===== src/rtl/cache_refill_arbiter_if.sv =====
// Memory-side line transfer bus shared by the I- and D-cache refill paths.
//   master : arbiter drives mem_req/mem_we/mem_addr/mem_wdata, samples mem_ack/mem_rdata
//   slave  : backing memory returns mem_ack (one-cycle pulse) and mem_rdata
interface cache_refill_arbiter_if #(
  parameter int unsigned ADDR_W = 16,
  parameter int unsigned LINE_W = 64
);
  logic              mem_req;
  logic              mem_we;
  logic [ADDR_W-1:0] mem_addr;
  logic [LINE_W-1:0] mem_wdata;
  logic              mem_ack;
  logic [LINE_W-1:0] mem_rdata;

  modport master (
    output mem_req, mem_we, mem_addr, mem_wdata,
    input  mem_ack, mem_rdata
  );

  modport slave (
    input  mem_req, mem_we, mem_addr, mem_wdata,
    output mem_ack, mem_rdata
  );
endinterface


===== src/rtl/cache_refill_arbiter.sv =====
// Arbitrates line refills and dirty write-backs for the I- and D-caches onto one
// slow backing memory: per miss an optional write-back, one fill, then a done pulse.
//   clk, reset_n         : clock, synchronous active-low reset
//   i_miss/i_addr        : I-cache refill request (level, held until i_done)
//   d_miss/d_addr        : D-cache refill request (level, held until d_done)
//   d_dirty/d_wb_addr/
//   d_wb_data            : D victim write-back info, sampled at grant
//   fill_data            : registered fill line, valid while i_done/d_done high
//   i_done/d_done        : one-cycle completion pulses
//   busy                 : high whenever not idle
//   mem                  : memory transfer bus (master side)
module cache_refill_arbiter #(
  parameter int unsigned WORD_SIZE  = 16,
  parameter int unsigned LINE_WORDS = 4,
  parameter int unsigned MAX_I_WAIT = 2
) (
  input  logic                            clk,
  input  logic                            reset_n,
  input  logic                            i_miss,
  input  logic [15:0]                     i_addr,
  input  logic                            d_miss,
  input  logic [15:0]                     d_addr,
  input  logic                            d_dirty,
  input  logic [15:0]                     d_wb_addr,
  input  logic [WORD_SIZE*LINE_WORDS-1:0] d_wb_data,
  output logic [WORD_SIZE*LINE_WORDS-1:0] fill_data,
  output logic                            i_done,
  output logic                            d_done,
  output logic                            busy,
  cache_refill_arbiter_if.master          mem
);

  localparam int unsigned ADDR_W = 16;
  localparam int unsigned LINE_W = WORD_SIZE * LINE_WORDS;
  localparam int unsigned OFF_W  = $clog2(LINE_WORDS);
  localparam int unsigned LA_W   = ADDR_W - OFF_W;
  localparam int unsigned SKIP_W = $clog2(MAX_I_WAIT + 1);

  localparam logic [1:0] ST_IDLE = 2'd0;
  localparam logic [1:0] ST_WB   = 2'd1;
  localparam logic [1:0] ST_FILL = 2'd2;
  localparam logic [1:0] ST_RESP = 2'd3;

  localparam logic [OFF_W-1:0] OFF_ZERO = '0;

  logic [1:0]        state, state_nxt;
  logic              owner_d, owner_d_nxt;
  logic [LA_W-1:0]   miss_line, miss_line_nxt;
  logic [SKIP_W-1:0] i_skip, skip_nxt;
  logic [LINE_W-1:0] fill_q, fill_nxt;
  logic              req_q, req_nxt;
  logic              we_q, we_nxt;
  logic [ADDR_W-1:0] addr_q, addr_nxt;
  logic [LINE_W-1:0] wdata_q, wdata_nxt;
  logic              i_done_q, i_done_nxt;
  logic              d_done_q, d_done_nxt;
  logic              busy_q, busy_nxt;
  logic              grant_d, shared;

  logic [LA_W-1:0] i_line, d_line, wb_line;
  logic            skip_full;
  logic            unused_low_bits;

  assign i_line    = i_addr[ADDR_W-1:OFF_W];
  assign d_line    = d_addr[ADDR_W-1:OFF_W];
  assign wb_line   = d_wb_addr[ADDR_W-1:OFF_W];
  assign skip_full = (i_skip == SKIP_W'(MAX_I_WAIT));
  assign unused_low_bits = ^{i_addr[OFF_W-1:0], d_addr[OFF_W-1:0], d_wb_addr[OFF_W-1:0]};

  // Next-state and next-output decode; every output is registered below.
  always_comb begin
    state_nxt     = state;
    owner_d_nxt   = owner_d;
    miss_line_nxt = miss_line;
    skip_nxt      = i_skip;
    fill_nxt      = fill_q;
    req_nxt       = req_q;
    we_nxt        = we_q;
    addr_nxt      = addr_q;
    wdata_nxt     = wdata_q;
    i_done_nxt    = 1'b0;
    d_done_nxt    = 1'b0;
    grant_d       = 1'b0;
    shared        = 1'b0;

    case (state)
      ST_IDLE: begin
        if (i_miss || d_miss) begin
          // D normally wins; I is forced after MAX_I_WAIT consecutive D grants.
          grant_d       = d_miss && !(i_miss && skip_full);
          owner_d_nxt   = grant_d;
          miss_line_nxt = grant_d ? d_line : i_line;
          if (!grant_d)
            skip_nxt = '0;
          else if (i_miss && !skip_full)
            skip_nxt = i_skip + SKIP_W'(1);
          req_nxt = 1'b1;
          if (grant_d && d_dirty) begin
            state_nxt = ST_WB;
            we_nxt    = 1'b1;
            addr_nxt  = {wb_line, OFF_ZERO};
            wdata_nxt = d_wb_data;
          end else begin
            state_nxt = ST_FILL;
            addr_nxt  = {(grant_d ? d_line : i_line), OFF_ZERO};
          end
        end
      end
      ST_WB: begin
        if (mem.mem_ack) begin
          state_nxt = ST_FILL;
          we_nxt    = 1'b0;
          addr_nxt  = {miss_line, OFF_ZERO};
          wdata_nxt = '0;
        end
      end
      ST_FILL: begin
        if (mem.mem_ack) begin
          state_nxt = ST_RESP;
          req_nxt   = 1'b0;
          addr_nxt  = '0;
          fill_nxt  = mem.mem_rdata;
          // The other cache waiting on the same line is served by this fill;
          // a dirty D victim still needs its own write-back, so no sharing then.
          shared = owner_d ? (i_miss && (i_line == miss_line))
                           : (d_miss && !d_dirty && (d_line == miss_line));
          i_done_nxt = !owner_d || shared;
          d_done_nxt = owner_d || shared;
        end
      end
      ST_RESP: state_nxt = ST_IDLE;
      default: state_nxt = ST_IDLE;
    endcase

    busy_nxt = (state_nxt != ST_IDLE);
  end

  // State and output registers.
  always_ff @(posedge clk) begin
    if (!reset_n) begin
      state     <= ST_IDLE;
      owner_d   <= 1'b0;
      miss_line <= '0;
      i_skip    <= '0;
      fill_q    <= '0;
      req_q     <= 1'b0;
      we_q      <= 1'b0;
      addr_q    <= '0;
      wdata_q   <= '0;
      i_done_q  <= 1'b0;
      d_done_q  <= 1'b0;
      busy_q    <= 1'b0;
    end else begin
      state     <= state_nxt;
      owner_d   <= owner_d_nxt;
      miss_line <= miss_line_nxt;
      i_skip    <= skip_nxt;
      fill_q    <= fill_nxt;
      req_q     <= req_nxt;
      we_q      <= we_nxt;
      addr_q    <= addr_nxt;
      wdata_q   <= wdata_nxt;
      i_done_q  <= i_done_nxt;
      d_done_q  <= d_done_nxt;
      busy_q    <= busy_nxt;
    end
  end

  assign mem.mem_req   = req_q;
  assign mem.mem_we    = we_q;
  assign mem.mem_addr  = addr_q;
  assign mem.mem_wdata = wdata_q;
  assign fill_data     = fill_q;
  assign i_done        = i_done_q;
  assign d_done        = d_done_q;
  assign busy          = busy_q;

endmodule


===== src/flat_wrapper.sv =====
// flat-port wrapper written by rule: the top's interface ports become plain ports
module cache_refill_arbiter_flat 
#(
  parameter int unsigned WORD_SIZE  = 16,
  parameter int unsigned LINE_WORDS = 4,
  parameter int unsigned MAX_I_WAIT = 2
)
  (clk, reset_n, i_miss, i_addr, d_miss, d_addr, d_dirty, d_wb_addr, d_wb_data, fill_data, i_done, d_done, busy, mem_mem_req, mem_mem_we, mem_mem_addr, mem_mem_wdata, mem_mem_ack, mem_mem_rdata);
  cache_refill_arbiter_if mem_i ();
  input  logic clk;
  input  logic reset_n;
  input  logic i_miss;
  input  logic [15:0] i_addr;
  input  logic d_miss;
  input  logic [15:0] d_addr;
  input  logic d_dirty;
  input  logic [15:0] d_wb_addr;
  input  logic [WORD_SIZE*LINE_WORDS-1:0] d_wb_data;
  output logic [WORD_SIZE*LINE_WORDS-1:0] fill_data;
  output logic i_done;
  output logic d_done;
  output logic busy;
  output wire logic [$bits(mem_i.mem_req)-1:0] mem_mem_req;
  output wire logic [$bits(mem_i.mem_we)-1:0] mem_mem_we;
  output wire logic [$bits(mem_i.mem_addr)-1:0] mem_mem_addr;
  output wire logic [$bits(mem_i.mem_wdata)-1:0] mem_mem_wdata;
  input wire logic [$bits(mem_i.mem_ack)-1:0] mem_mem_ack;
  input wire logic [$bits(mem_i.mem_rdata)-1:0] mem_mem_rdata;
  assign mem_mem_req = mem_i.mem_req;
  assign mem_mem_we = mem_i.mem_we;
  assign mem_mem_addr = mem_i.mem_addr;
  assign mem_mem_wdata = mem_i.mem_wdata;
  assign mem_i.mem_ack = mem_mem_ack;
  assign mem_i.mem_rdata = mem_mem_rdata;
  cache_refill_arbiter #(.WORD_SIZE(WORD_SIZE), .LINE_WORDS(LINE_WORDS), .MAX_I_WAIT(MAX_I_WAIT)) u_core (.clk(clk), .reset_n(reset_n), .i_miss(i_miss), .i_addr(i_addr), .d_miss(d_miss), .d_addr(d_addr), .d_dirty(d_dirty), .d_wb_addr(d_wb_addr), .d_wb_data(d_wb_data), .fill_data(fill_data), .i_done(i_done), .d_done(d_done), .busy(busy), .mem(mem_i));
endmodule

===== config.mk =====
export PLATFORM = sky130hd
export DESIGN_NAME = cache_refill_arbiter_flat
export DESIGN_NICKNAME = d
export VERILOG_FILES = /design/src/rtl/cache_refill_arbiter_if.sv /design/src/rtl/cache_refill_arbiter.sv /design/src/flat_wrapper.sv
export SDC_FILE = /design/constraint.sdc
export NUM_CORES = 1
export LEC_CHECK = 0
export BUFFER_PORTS_ARGS = -buffer_cell sky130_fd_sc_hd__buf_2
export CAP_MARGIN = 20
export CORE_UTILIZATION = 29
export CTS_CLUSTER_DIAMETER = 80
export DETAILED_ROUTE_END_ITERATION = 10
export GPL_ROUTABILITY_DRIVEN = 0
export PLACE_DENSITY = 0.58
export SYNTH_ARGS = -nofsm -noshare
export SYNTH_HDL_FRONTEND = slang
export SYNTH_SLANG_ARGS = --single-unit
export TNS_END_PERCENT = 50

===== constraint.sdc =====
create_clock -name clk -period 1.8 [get_ports clk]
set_input_delay 0.27 -clock clk [delete_from_list [all_inputs] [get_ports clk]]
set_output_delay 0.27 -clock clk [all_outputs]
set_load 0.01 [all_outputs]

==> flow_metrics.tcl, run 1 <==
set metrics [dict create \
    synth_edf_count 0 \
    port_buffers 322 \
    min_period_over_period_pct 97.6 \
    ys_ff_latch 166 \
    yosysSeqAreaShare_pct 51.1 \
    avgSynthCellArea_sq_um 9.10 \
    worst_path_most_repeated_cell "buf_4" \
    grt_max_degree 84 \
    die_x_um 152 \
    ys_types 43 \
    finalClockSkew_ns 0.0167 \
    fin_ws_ns 0.0425 \
    crit_required_ns 2.14 \
    cp_slowest_cell "dfxtp_2" \
    reg2reg_depth 8 \
    io_pins 331 \
    yosysTopAreaCell "dfxtp_1" \
    finalNetCount 1231 \
    drive_above_1_share_pct 40.6 \
    swShare_pct 33.2 \
    p_per_area_nw_per_um2 1280 \
    p_seq_share_pct 38.2 \
    drc 0 \
    grt_setup_unrepaired "true" \
    internal-power_mw 8.04 \
    clk_latency_ns 0.42 \
    clockPowerShare_pct 32.1 \
    grt_usage_pct 16.6 \
    hold_buffers 0 \
    ir_drop_mv 0.564 \
    power_mw 12.0 \
    preCtsSetupSlack_ns 0.0310 \
    comb_power_share_pct 29.7 \
    setup_tns_ns 0 \
    hold_violations 0 \
    status "completed" \
    n_fill_cell 2255 \
    viasPerCell 4.73 \
    first_global_vias 5649 \
    stdcell_count 1336 \
    drv_slew 0 \
    finalSetupViolCount 0 \
    dp_hpwl_mm 14.4 \
    crit_chain "buf_4 > ha_2 > or2_4 > a211oi_4 > buf_4 > clkbuf_16 > o21ai_0 > a31oi_1" \
    cts_max_level 4 \
    firstDrtPassIters 4 \
    finalWirelength_mm 21.3 \
    synthFlopType "dfxtp_1" \
    cap_violations 0 \
    reg2reg_to "u_core.mem.mem_addr[3]$_SDFFE_PN0P_" \
    antenna_cells 0 \
    cts_buffers 17 \
    crit_path_end_kind "flop" \
    worstHoldStart "d_wb_data[37]" \
    core-area_sq_um 21900 \
    netlist_top_cells_count "nand2_1, dfxtp_1, a21oi_1" \
    detail_route.wl_per_cell_um 15.9 \
    worst-setup-path-type "reg2reg" \
    die_area_sq_um 23000 \
    arrival_ns 2.10 \
    ys_warn_count 0 \
    yosysTopAreaCellShare_pct 51.1 \
    ant_nets 0 \
    final_design_area_no_fill_sq_um 9420 \
    fmax_mhz 569 \
    drt_iter0_drc 282 \
    max_stage_delay_ns 0.32 \
    antenna_found_initial 0 \
    netlist_area_sq_um 6500 \
    synth.most_common_cell "nand2_1" \
    die_h_um 152 \
    dpl.cell_count 1290 \
    rows 54 \
    crit_fanout 7 \
    start_util_pct 29.7 \
    p_leak_nw 4.37 \
    grt_pass1_wl_mm 29.6 \
    netlist_instances 714 \
    overflow 0 \
    r2r-start "u_core.state[0]$_SDFF_PN0_" \
    r2r_slack_ns 0.04 \
    min_to "u_core.mem.mem_wdata[37]$_SDFFE_PN0P_" \
    cts_max_path_buffers 2 \
    placed_area_sq_um 8530 \
    synth_area_leaders "dfxtp_1, nand2_1, a22o_1" \
    num_vias 6325 \
    area_growth_pct 45.0 \
    clk_pin_slew_ns 0.08 \
    min_path_type "in2reg" \
    critPathLaunchType "flop" \
    cts_tree "yes" \
    cts.sinks 166 \
    fin_crit_ns 1.76 \
    synthArstFlopShare_pct 0 \
    p_sw_mw 4.00 \
    ctsRootBufferMaster "clkbuf_16" \
    hold_depth 2 \
]
==> worst max-delay path by stage <==
stage                                        startpoint                                    end  slack (ns)  depth (start not counted)
after detailed placement     u_core.state[1]$_SDFF_PN0_  u_core.mem.mem_wdata[36]$_SDFFE_PN0P_        0.03                          6
after global placement       u_core.state[1]$_SDFF_PN0_  u_core.mem.mem_wdata[35]$_SDFFE_PN0P_        0.04                          6
final                        u_core.state[0]$_SDFF_PN0_    u_core.mem.mem_addr[3]$_SDFFE_PN0P_        0.04                          8
after global routing         u_core.state[1]$_SDFF_PN0_   u_core.mem.mem_addr[11]$_SDFFE_PN0P_       -0.03                          9
after CTS                 u_core.i_skip[0]$_SDFFE_PN0P_  u_core.mem.mem_wdata[36]$_SDFFE_PN0P_        0.03                          8
after floorplan              u_core.state[0]$_SDFF_PN0_   u_core.mem.mem_addr[10]$_SDFFE_PN0P_        0.05                          7
==> cells in the final DEF (no fill, tap or decap), types with 3 or more instances in the layout <==
cell type and count:
nand2b_1 3, buf_6 3, buf_12 10, o21ai_0 10, clkbuf_16 22, nand2_1 189
inv_6 5, a311oi_1 14, mux2_2 14, inv_1 4, clkinv_8 3, inv_8 3
dfxtp_1 164, ha_1 3, buf_4 20, a22o_1 65, inv_2 3, nor2_1 21
buf_2 322, o21ai_1 6, a31oi_1 14, nand4_1 7, a21o_1 15, xnor2_1 28
ha_2 3, a21oi_1 69
==> final cells by class <==
type | count | area [sq um] | area share (%)
Clock inverter | 15 | 204 | 2.16
Tap cell | 280 | 350 | 3.72
Multi-Input combinational cell | 489 | 2910 | 30.9
Timing Repair Buffer | 362 | 2180 | 23.1
Inverter | 7 | 26.3 | 0.279
Clock buffer | 17 | 425 | 4.51
Sequential cell | 166 | 3330 | 35.3
==> power by group through the flow <==
stage	sequential [mW]	clock, mW	combinational, mW
6_report	4.60	3.87	3.57
5_1_grt	4.68	4.15	3.89
4_1_cts	4.59	3.99	3.30
3_5_place_dp	4.67	0	3.24
3_3_place_gp	4.66	0	3.20
2_1_floorplan	4.85	0	1.67
==> worst max-delay path: cells and delay by family, from the launching register on <==
kind                     cells  cell delay [ns]
flip-flops                   1             0.32
AND/OR/NAND/NOR              1             0.25
buffers and inverters        3             0.47
AO/OA/AOI/OAI                3             0.45
adder cells (fa/ha/maj)      1             0.19
==> cell families (layout without fill, tap and decap cells) <==
group                      count (synthesis)  after routing  synth area share, %
xor gates and xnor gates                  28             28                 3.77
DFF                                      166            166                 51.1
adders and majority gates                  6              6                 1.16
AOI/OAI and AO/OA                        205            205                 22.2
buffers and inverters                     60            401                 4.81
muxes                                     14             14                 2.43
other                                      1              2               0.0577
and+or+nand+nor                          234            234                 14.5
==> sequential cells by signal, summed over array words and instances, names as in the netlist <==
name	count
u_core.mem.mem_wdata	64
u_core.d_done	1
u_core.i_done	1
u_core.busy	1
u_core.state	2
u_core.miss_line	14
u_core.mem.mem_req	1
u_core.mem.mem_addr	14
u_core.fill_data	64
u_core.i_skip	2
u_core.owner_d	1
u_core.mem.mem_we	1
==> what timing repair did <==
action                                  4_1_cts  5_1_grt
gates cloned                                  2        6
pin swaps                                     2        4
gates resized for setup                       5       10
endpoints found under the setup margin        1       82
hold endpoints to repair                      0        0
buffers inserted                              4        3
==> per-layer routing <==
metal | GRT usage, % | routed length (um)
met1 | 20.5 | 9220
met2 | 27.9 | 10300
met3 | 4.10 | 1430
met4 | 5.74 | 384
met5 | 0 | 0
==> metrics by stage <==
step / util [%] / hold WS [ns]
floorplan: - / 0.395
global placement: 39.0 / 0.430
detailed placement: 39.0 / 0.440
CTS: 42.2 / 0.0267
global route: 43.0 / 0.0339
finish: 43.0 / 0.0527
(Power assumes the default switching activity.)
==> run 2: changes to the inputs <==
--- a/config.mk
+++ b/config.mk
@@ -12,6 +12,7 @@
 export DETAILED_ROUTE_END_ITERATION = 10
 export GPL_ROUTABILITY_DRIVEN = 0
 export PLACE_DENSITY = 0.58
+export SETUP_SLACK_MARGIN = 0.15
 export SYNTH_ARGS = -nofsm -noshare
 export SYNTH_HDL_FRONTEND = slang
 export SYNTH_SLANG_ARGS = --single-unit
==> flow_metrics.tcl, run 2 (synthesized netlist as in run 1, its figures left out) <==
set metrics [dict create \
    finalSetupViolCount 0 \
    fin_crit_ns 1.69 \
    grt_usage_pct 16.7 \
    fmax_mhz 593 \
    dp_hpwl_mm 14.2 \
    ctsRootBufferMaster "clkbuf_16" \
    hold_buffers 0 \
    worst-setup-path-type "reg2reg" \
    viasPerCell 4.73 \
    whs_ns 0.0556 \
    min_path_type "in2reg" \
    cts.sinks 166 \
    cts_max_path_buffers 2 \
    layout_commonest_cell "buf_2" \
    io_pins 331 \
    rows 54 \
    drive_above_1_share_pct 42.0 \
    num_vias 6300 \
    critPathLaunchType "flop" \
    grt_setup_unrepaired "true" \
    detail_route.wl_per_cell_um 16.1 \
    die_h_um 152 \
    p_per_area_nw_per_um2 1290 \
    crit_required_ns 2.16 \
    cap_violations 0 \
    preCtsSetupSlack_ns 0.0403 \
    drc 0 \
    cts_tree "yes" \
    overflow 0 \
    crit_fanout 8 \
    multi_input_area_sq_um 3020 \
    first_global_vias 5573 \
    hold_violations 0 \
    status "completed" \
    mostFrequentLayoutCells "buf_2, nand2_1, dfxtp_1" \
    clk_pin_slew_ns 0.07 \
    fin_util_pct 43.4 \
    antenna_found_initial 2 \
    stdcell_count 1333 \
    crit_path_end_kind "flop" \
    arrival_ns 2.05 \
    core-area_sq_um 21900 \
    finalClockSkew_ns 0.0127 \
    cts_max_level 4 \
    setup_tns_ns 0 \
    clk_latency_ns 0.42 \
    placed_area_sq_um 8450 \
    finalWirelength_mm 21.5 \
    start_util_pct 29.7 \
    grt_max_degree 85 \
    die_area_sq_um 23000 \
    seq_area_sq_um 3330 \
    cts_buffers 17 \
    min_period_over_period_pct 93.7 \
    drv_slew 0 \
    port_buffers 322 \
    ant_nets 0 \
    n_fill_cell 2255 \
    area_growth_pct 46.1 \
    power_mw 12.2 \
    die_x_um 152 \
    ir_drop_mv 0.593 \
    drt_iter0_drc 240 \
    finalNetCount 1228 \
    fin_ws_ns 0.113 \
    dpl.cell_count 1282 \
    final_design_area_no_fill_sq_um 9500 \
    p_leak_nw 4.36 \
    firstDrtPassIters 4 \
    antenna_cells 0 \
    grt_pass1_wl_mm 29.9 \
]
run 2: layout make-up:
cell class              instances  share of cell area, %
multi-input cells             489                   31.8
flip-flops and latches        166                   35.0
clock buffers                  19                   4.66
clock inverters                13                   1.75
repair buffers                359                   22.8
well taps                     280                   3.69
inverters                       7                  0.277
run 2: routing by layer:
metal,up-vias,wire (um),global-route usage [%]
li1,3125,-,-
met1,2934,9240,20.3
met2,217,10500,29.1
met3,20,1420,3.89
met4,4,269,5.05
met5,-,20,0
run 2: final timing paths:
check | startpoint | endpoint | slack [ns] | cells after the start
worst max-delay path | u_core.i_skip[0]$_SDFFE_PN0P_ | u_core.mem.mem_wdata[22]$_SDFFE_PN0P_ | 0.11 | 8
worst max register to register | u_core.i_skip[0]$_SDFFE_PN0P_ | u_core.mem.mem_wdata[22]$_SDFFE_PN0P_ | 0.11 | 8
worst min register to register | u_core.mem.mem_we$_SDFFE_PN0P_ | u_core.mem.mem_we$_SDFFE_PN0P_ | 0.44 | 1
worst min-delay path | d_wb_data[58] | u_core.mem.mem_wdata[58]$_SDFFE_PN0P_ | 0.06 | 2
run 2: power by group:
group	leakage [nW]	switching, mW	internal (mW)	total [mW]
combinational	2.71	2.01	1.80	3.81
sequential	1.36	0.379	4.24	4.62
clock	0.291	1.64	2.13	3.78
total	4.36	4.03	8.17	12.2
run 2: what timing repair did:
item / in CTS / in global routing
resized for setup: 21 / 31
pin swaps: 2 / 9
buffers inserted: 5 / 4
setup endpoints to repair: 81 / 91
cloned: 3 / 7
run 2: critical path, cell delays in order, from the launching register on:
cell and delay [ns]:
dfxtp_2 0.33, inv_2 0.04, ha_4 0.17, a21boi_4 0.15, nand2_2 0.10, nor4_4 0.28, buf_6 0.23, clkbuf_16 0.19
a22o_1 0.12
==> run 3: changes to the inputs <==
--- a/config.mk
+++ b/config.mk
@@ -12,7 +12,7 @@
 export DETAILED_ROUTE_END_ITERATION = 10
 export GPL_ROUTABILITY_DRIVEN = 0
 export PLACE_DENSITY = 0.58
-export SETUP_SLACK_MARGIN = 0.15
+export REMOVE_ABC_BUFFERS = 1
 export SYNTH_ARGS = -nofsm -noshare
 export SYNTH_HDL_FRONTEND = slang
 export SYNTH_SLANG_ARGS = --single-unit
==> flow_metrics.tcl, run 3 (synthesized netlist as in run 1, its figures left out) <==
set metrics [dict create \
    ir_drop_mv 0.516 \
    p_sw_mw 3.95 \
    mostFrequentLayoutCells "buf_2, nand2_1, dfxtp_1" \
    worst-path-buf-inv 3 \
    grt_usage_pct 16.8 \
    finalClockSkew_ns 0.0107 \
    overflow 0 \
    dpl.cell_count 1286 \
    port_buffers 322 \
    p_per_area_nw_per_um2 1280 \
    viasPerCell 4.73 \
    crit_chain "inv_2 > ha_4 > a21boi_2 > nand2_2 > nor4_4 > buf_6 > clkbuf_16 > a22o_1" \
    ant_nets 0 \
    grt_pass1_wl_mm 29.8 \
    worst_slew_pin_slew_ns 0.614 \
    num_vias 6309 \
    area_growth_pct 45.3 \
    die_x_um 152 \
    crit_fanout 8 \
    cap_violations 0 \
    cp_top_family "buffers and inverters" \
    hold_violations 0 \
    cts_buffers 17 \
    cp_slowest_cell "nor4_4" \
    drv_slew 0 \
    ctsRootBufferMaster "clkbuf_16" \
    fmax_mhz 563 \
    worst-setup-path-type "reg2reg" \
    p_seq_share_pct 38.2 \
    internal-power_mw 8.17 \
    drt_iter0_drc 314 \
    finalSetupViolCount 0 \
    drive_above_1_share_pct 40.8 \
    p_leak_nw 4.35 \
    fin_util_pct 43.1 \
    cts.sinks 166 \
    die_area_sq_um 23000 \
    crit_path_end_kind "flop" \
    fin_crit_ns 1.78 \
    cts_max_path_buffers 2 \
    min_period_over_period_pct 98.7 \
    swShare_pct 32.6 \
    cts_max_level 4 \
    clk_pin_slew_ns 0.07 \
    drc 0 \
    firstDrtPassIters 4 \
    arrival_ns 2.14 \
    start_util_pct 29.7 \
    fin_ws_ns 0.0236 \
    crit_required_ns 2.17 \
    min_path_type "in2reg" \
    preCtsSetupSlack_ns -0.0222 \
    max_stage_delay_ns 0.36 \
    io_pins 331 \
    status "completed" \
    setup_tns_ns 0 \
    relSlewSlack_pct 59.0 \
    grt_setup_unrepaired "true" \
    clk_latency_ns 0.43 \
    detail_route.wl_per_cell_um 16.0 \
    reg2reg_depth 8 \
    clockPowerShare_pct 32.2 \
    first_global_vias 5599 \
    finalNetCount 1228 \
    antenna_cells 0 \
    die_h_um 152 \
    path_depth 8 \
    core-area_sq_um 21900 \
    critPathLaunchType "flop" \
    layout_commonest_cell "buf_2" \
    finalWirelength_mm 21.3 \
    hold_depth 2 \
    rows 54 \
    cts_tree "yes" \
    power_mw 12.1 \
    grt_max_degree 66 \
    dp_hpwl_mm 14.4 \
    comb_power_share_pct 29.6 \
    antenna_found_initial 0 \
    stdcell_count 1333 \
]
==> run 3: changes by cell type in the layout (fill, tap and decap cells not counted), sizes merged <==
cell / before / now
bufinv: 2 / 3
buf: 356 / 354
inv: 11 / 13
clkinv: 5 / 3
clkbuf: 22 / 24
clkinvlp: 2 / 1
==> run 3: per-layer routing <==
layer / track usage, % / wire (um) / up-vias / share of wire [%]
met5: 0 / 0 / - / 0
met4: 7.13 / 382 / 0 / 1.8
li1: - / - / 3134 / -
met1: 21.3 / 9360 / 2931 / 44
met3: 3.98 / 1430 / 27 / 6.7
met2: 27.1 / 10100 / 217 / 48
==> run 3: final cells by class <==
| cell class | instances | area [sq um] |
|---|---|---|
| Fill cell | 2199 | 12400 |
| Sequential cell | 166 | 3330 |
| Multi-Input combinational cell | 489 | 2970 |
| Timing Repair Buffer | 359 | 2140 |
| Clock buffer | 19 | 433 |
| Tap cell | 280 | 350 |
| Clock inverter | 13 | 189 |
| Inverter | 7 | 36.3 |
==> run 3: timing repair <==
action	in CTS	in global routing
gates cloned	1	7
endpoints found under the setup margin	27	80
hold buffers	0	0
setup buffers	2	5
pin swaps	1	8
gates resized for setup	6	32
==> run 3: path summary, 6_finish.rpt <==
path	endpoint	from	slack (ns)
hold reg to reg	u_core.mem.mem_we$_SDFFE_PN0P_	u_core.mem.mem_we$_SDFFE_PN0P_	0.45
hold / removal	u_core.mem.mem_wdata[59]$_SDFFE_PN0P_	d_wb_data[59]	0.05
setup / recovery	u_core.mem.mem_wdata[42]$_SDFFE_PN0P_	u_core.i_skip[0]$_SDFFE_PN0P_	0.02
setup reg to reg	u_core.mem.mem_wdata[42]$_SDFFE_PN0P_	u_core.i_skip[0]$_SDFFE_PN0P_	0.02
==> run 3: power groups by stage <==
stage | Sequential [mW] | Combinational [mW] | Clock [mW]
global route | 4.71 | 3.93 | 4.16
CTS | 4.60 | 3.34 | 4.03
global placement | 4.66 | 3.15 | 0
finish | 4.63 | 3.59 | 3.91
floorplan | 4.85 | 1.51 | 0
detailed placement | 4.68 | 3.16 | 0
==> run 3: stage by stage <==
stage	hold slack, ns	area (sq um)
2_1_floorplan	0.396	6220
3_3_place_gp	0.430	8470
3_5_place_dp	0.436	8470
4_1_cts	0.0199	9160
5_1_grt	0.0281	9440
6_report	0.0462	9440
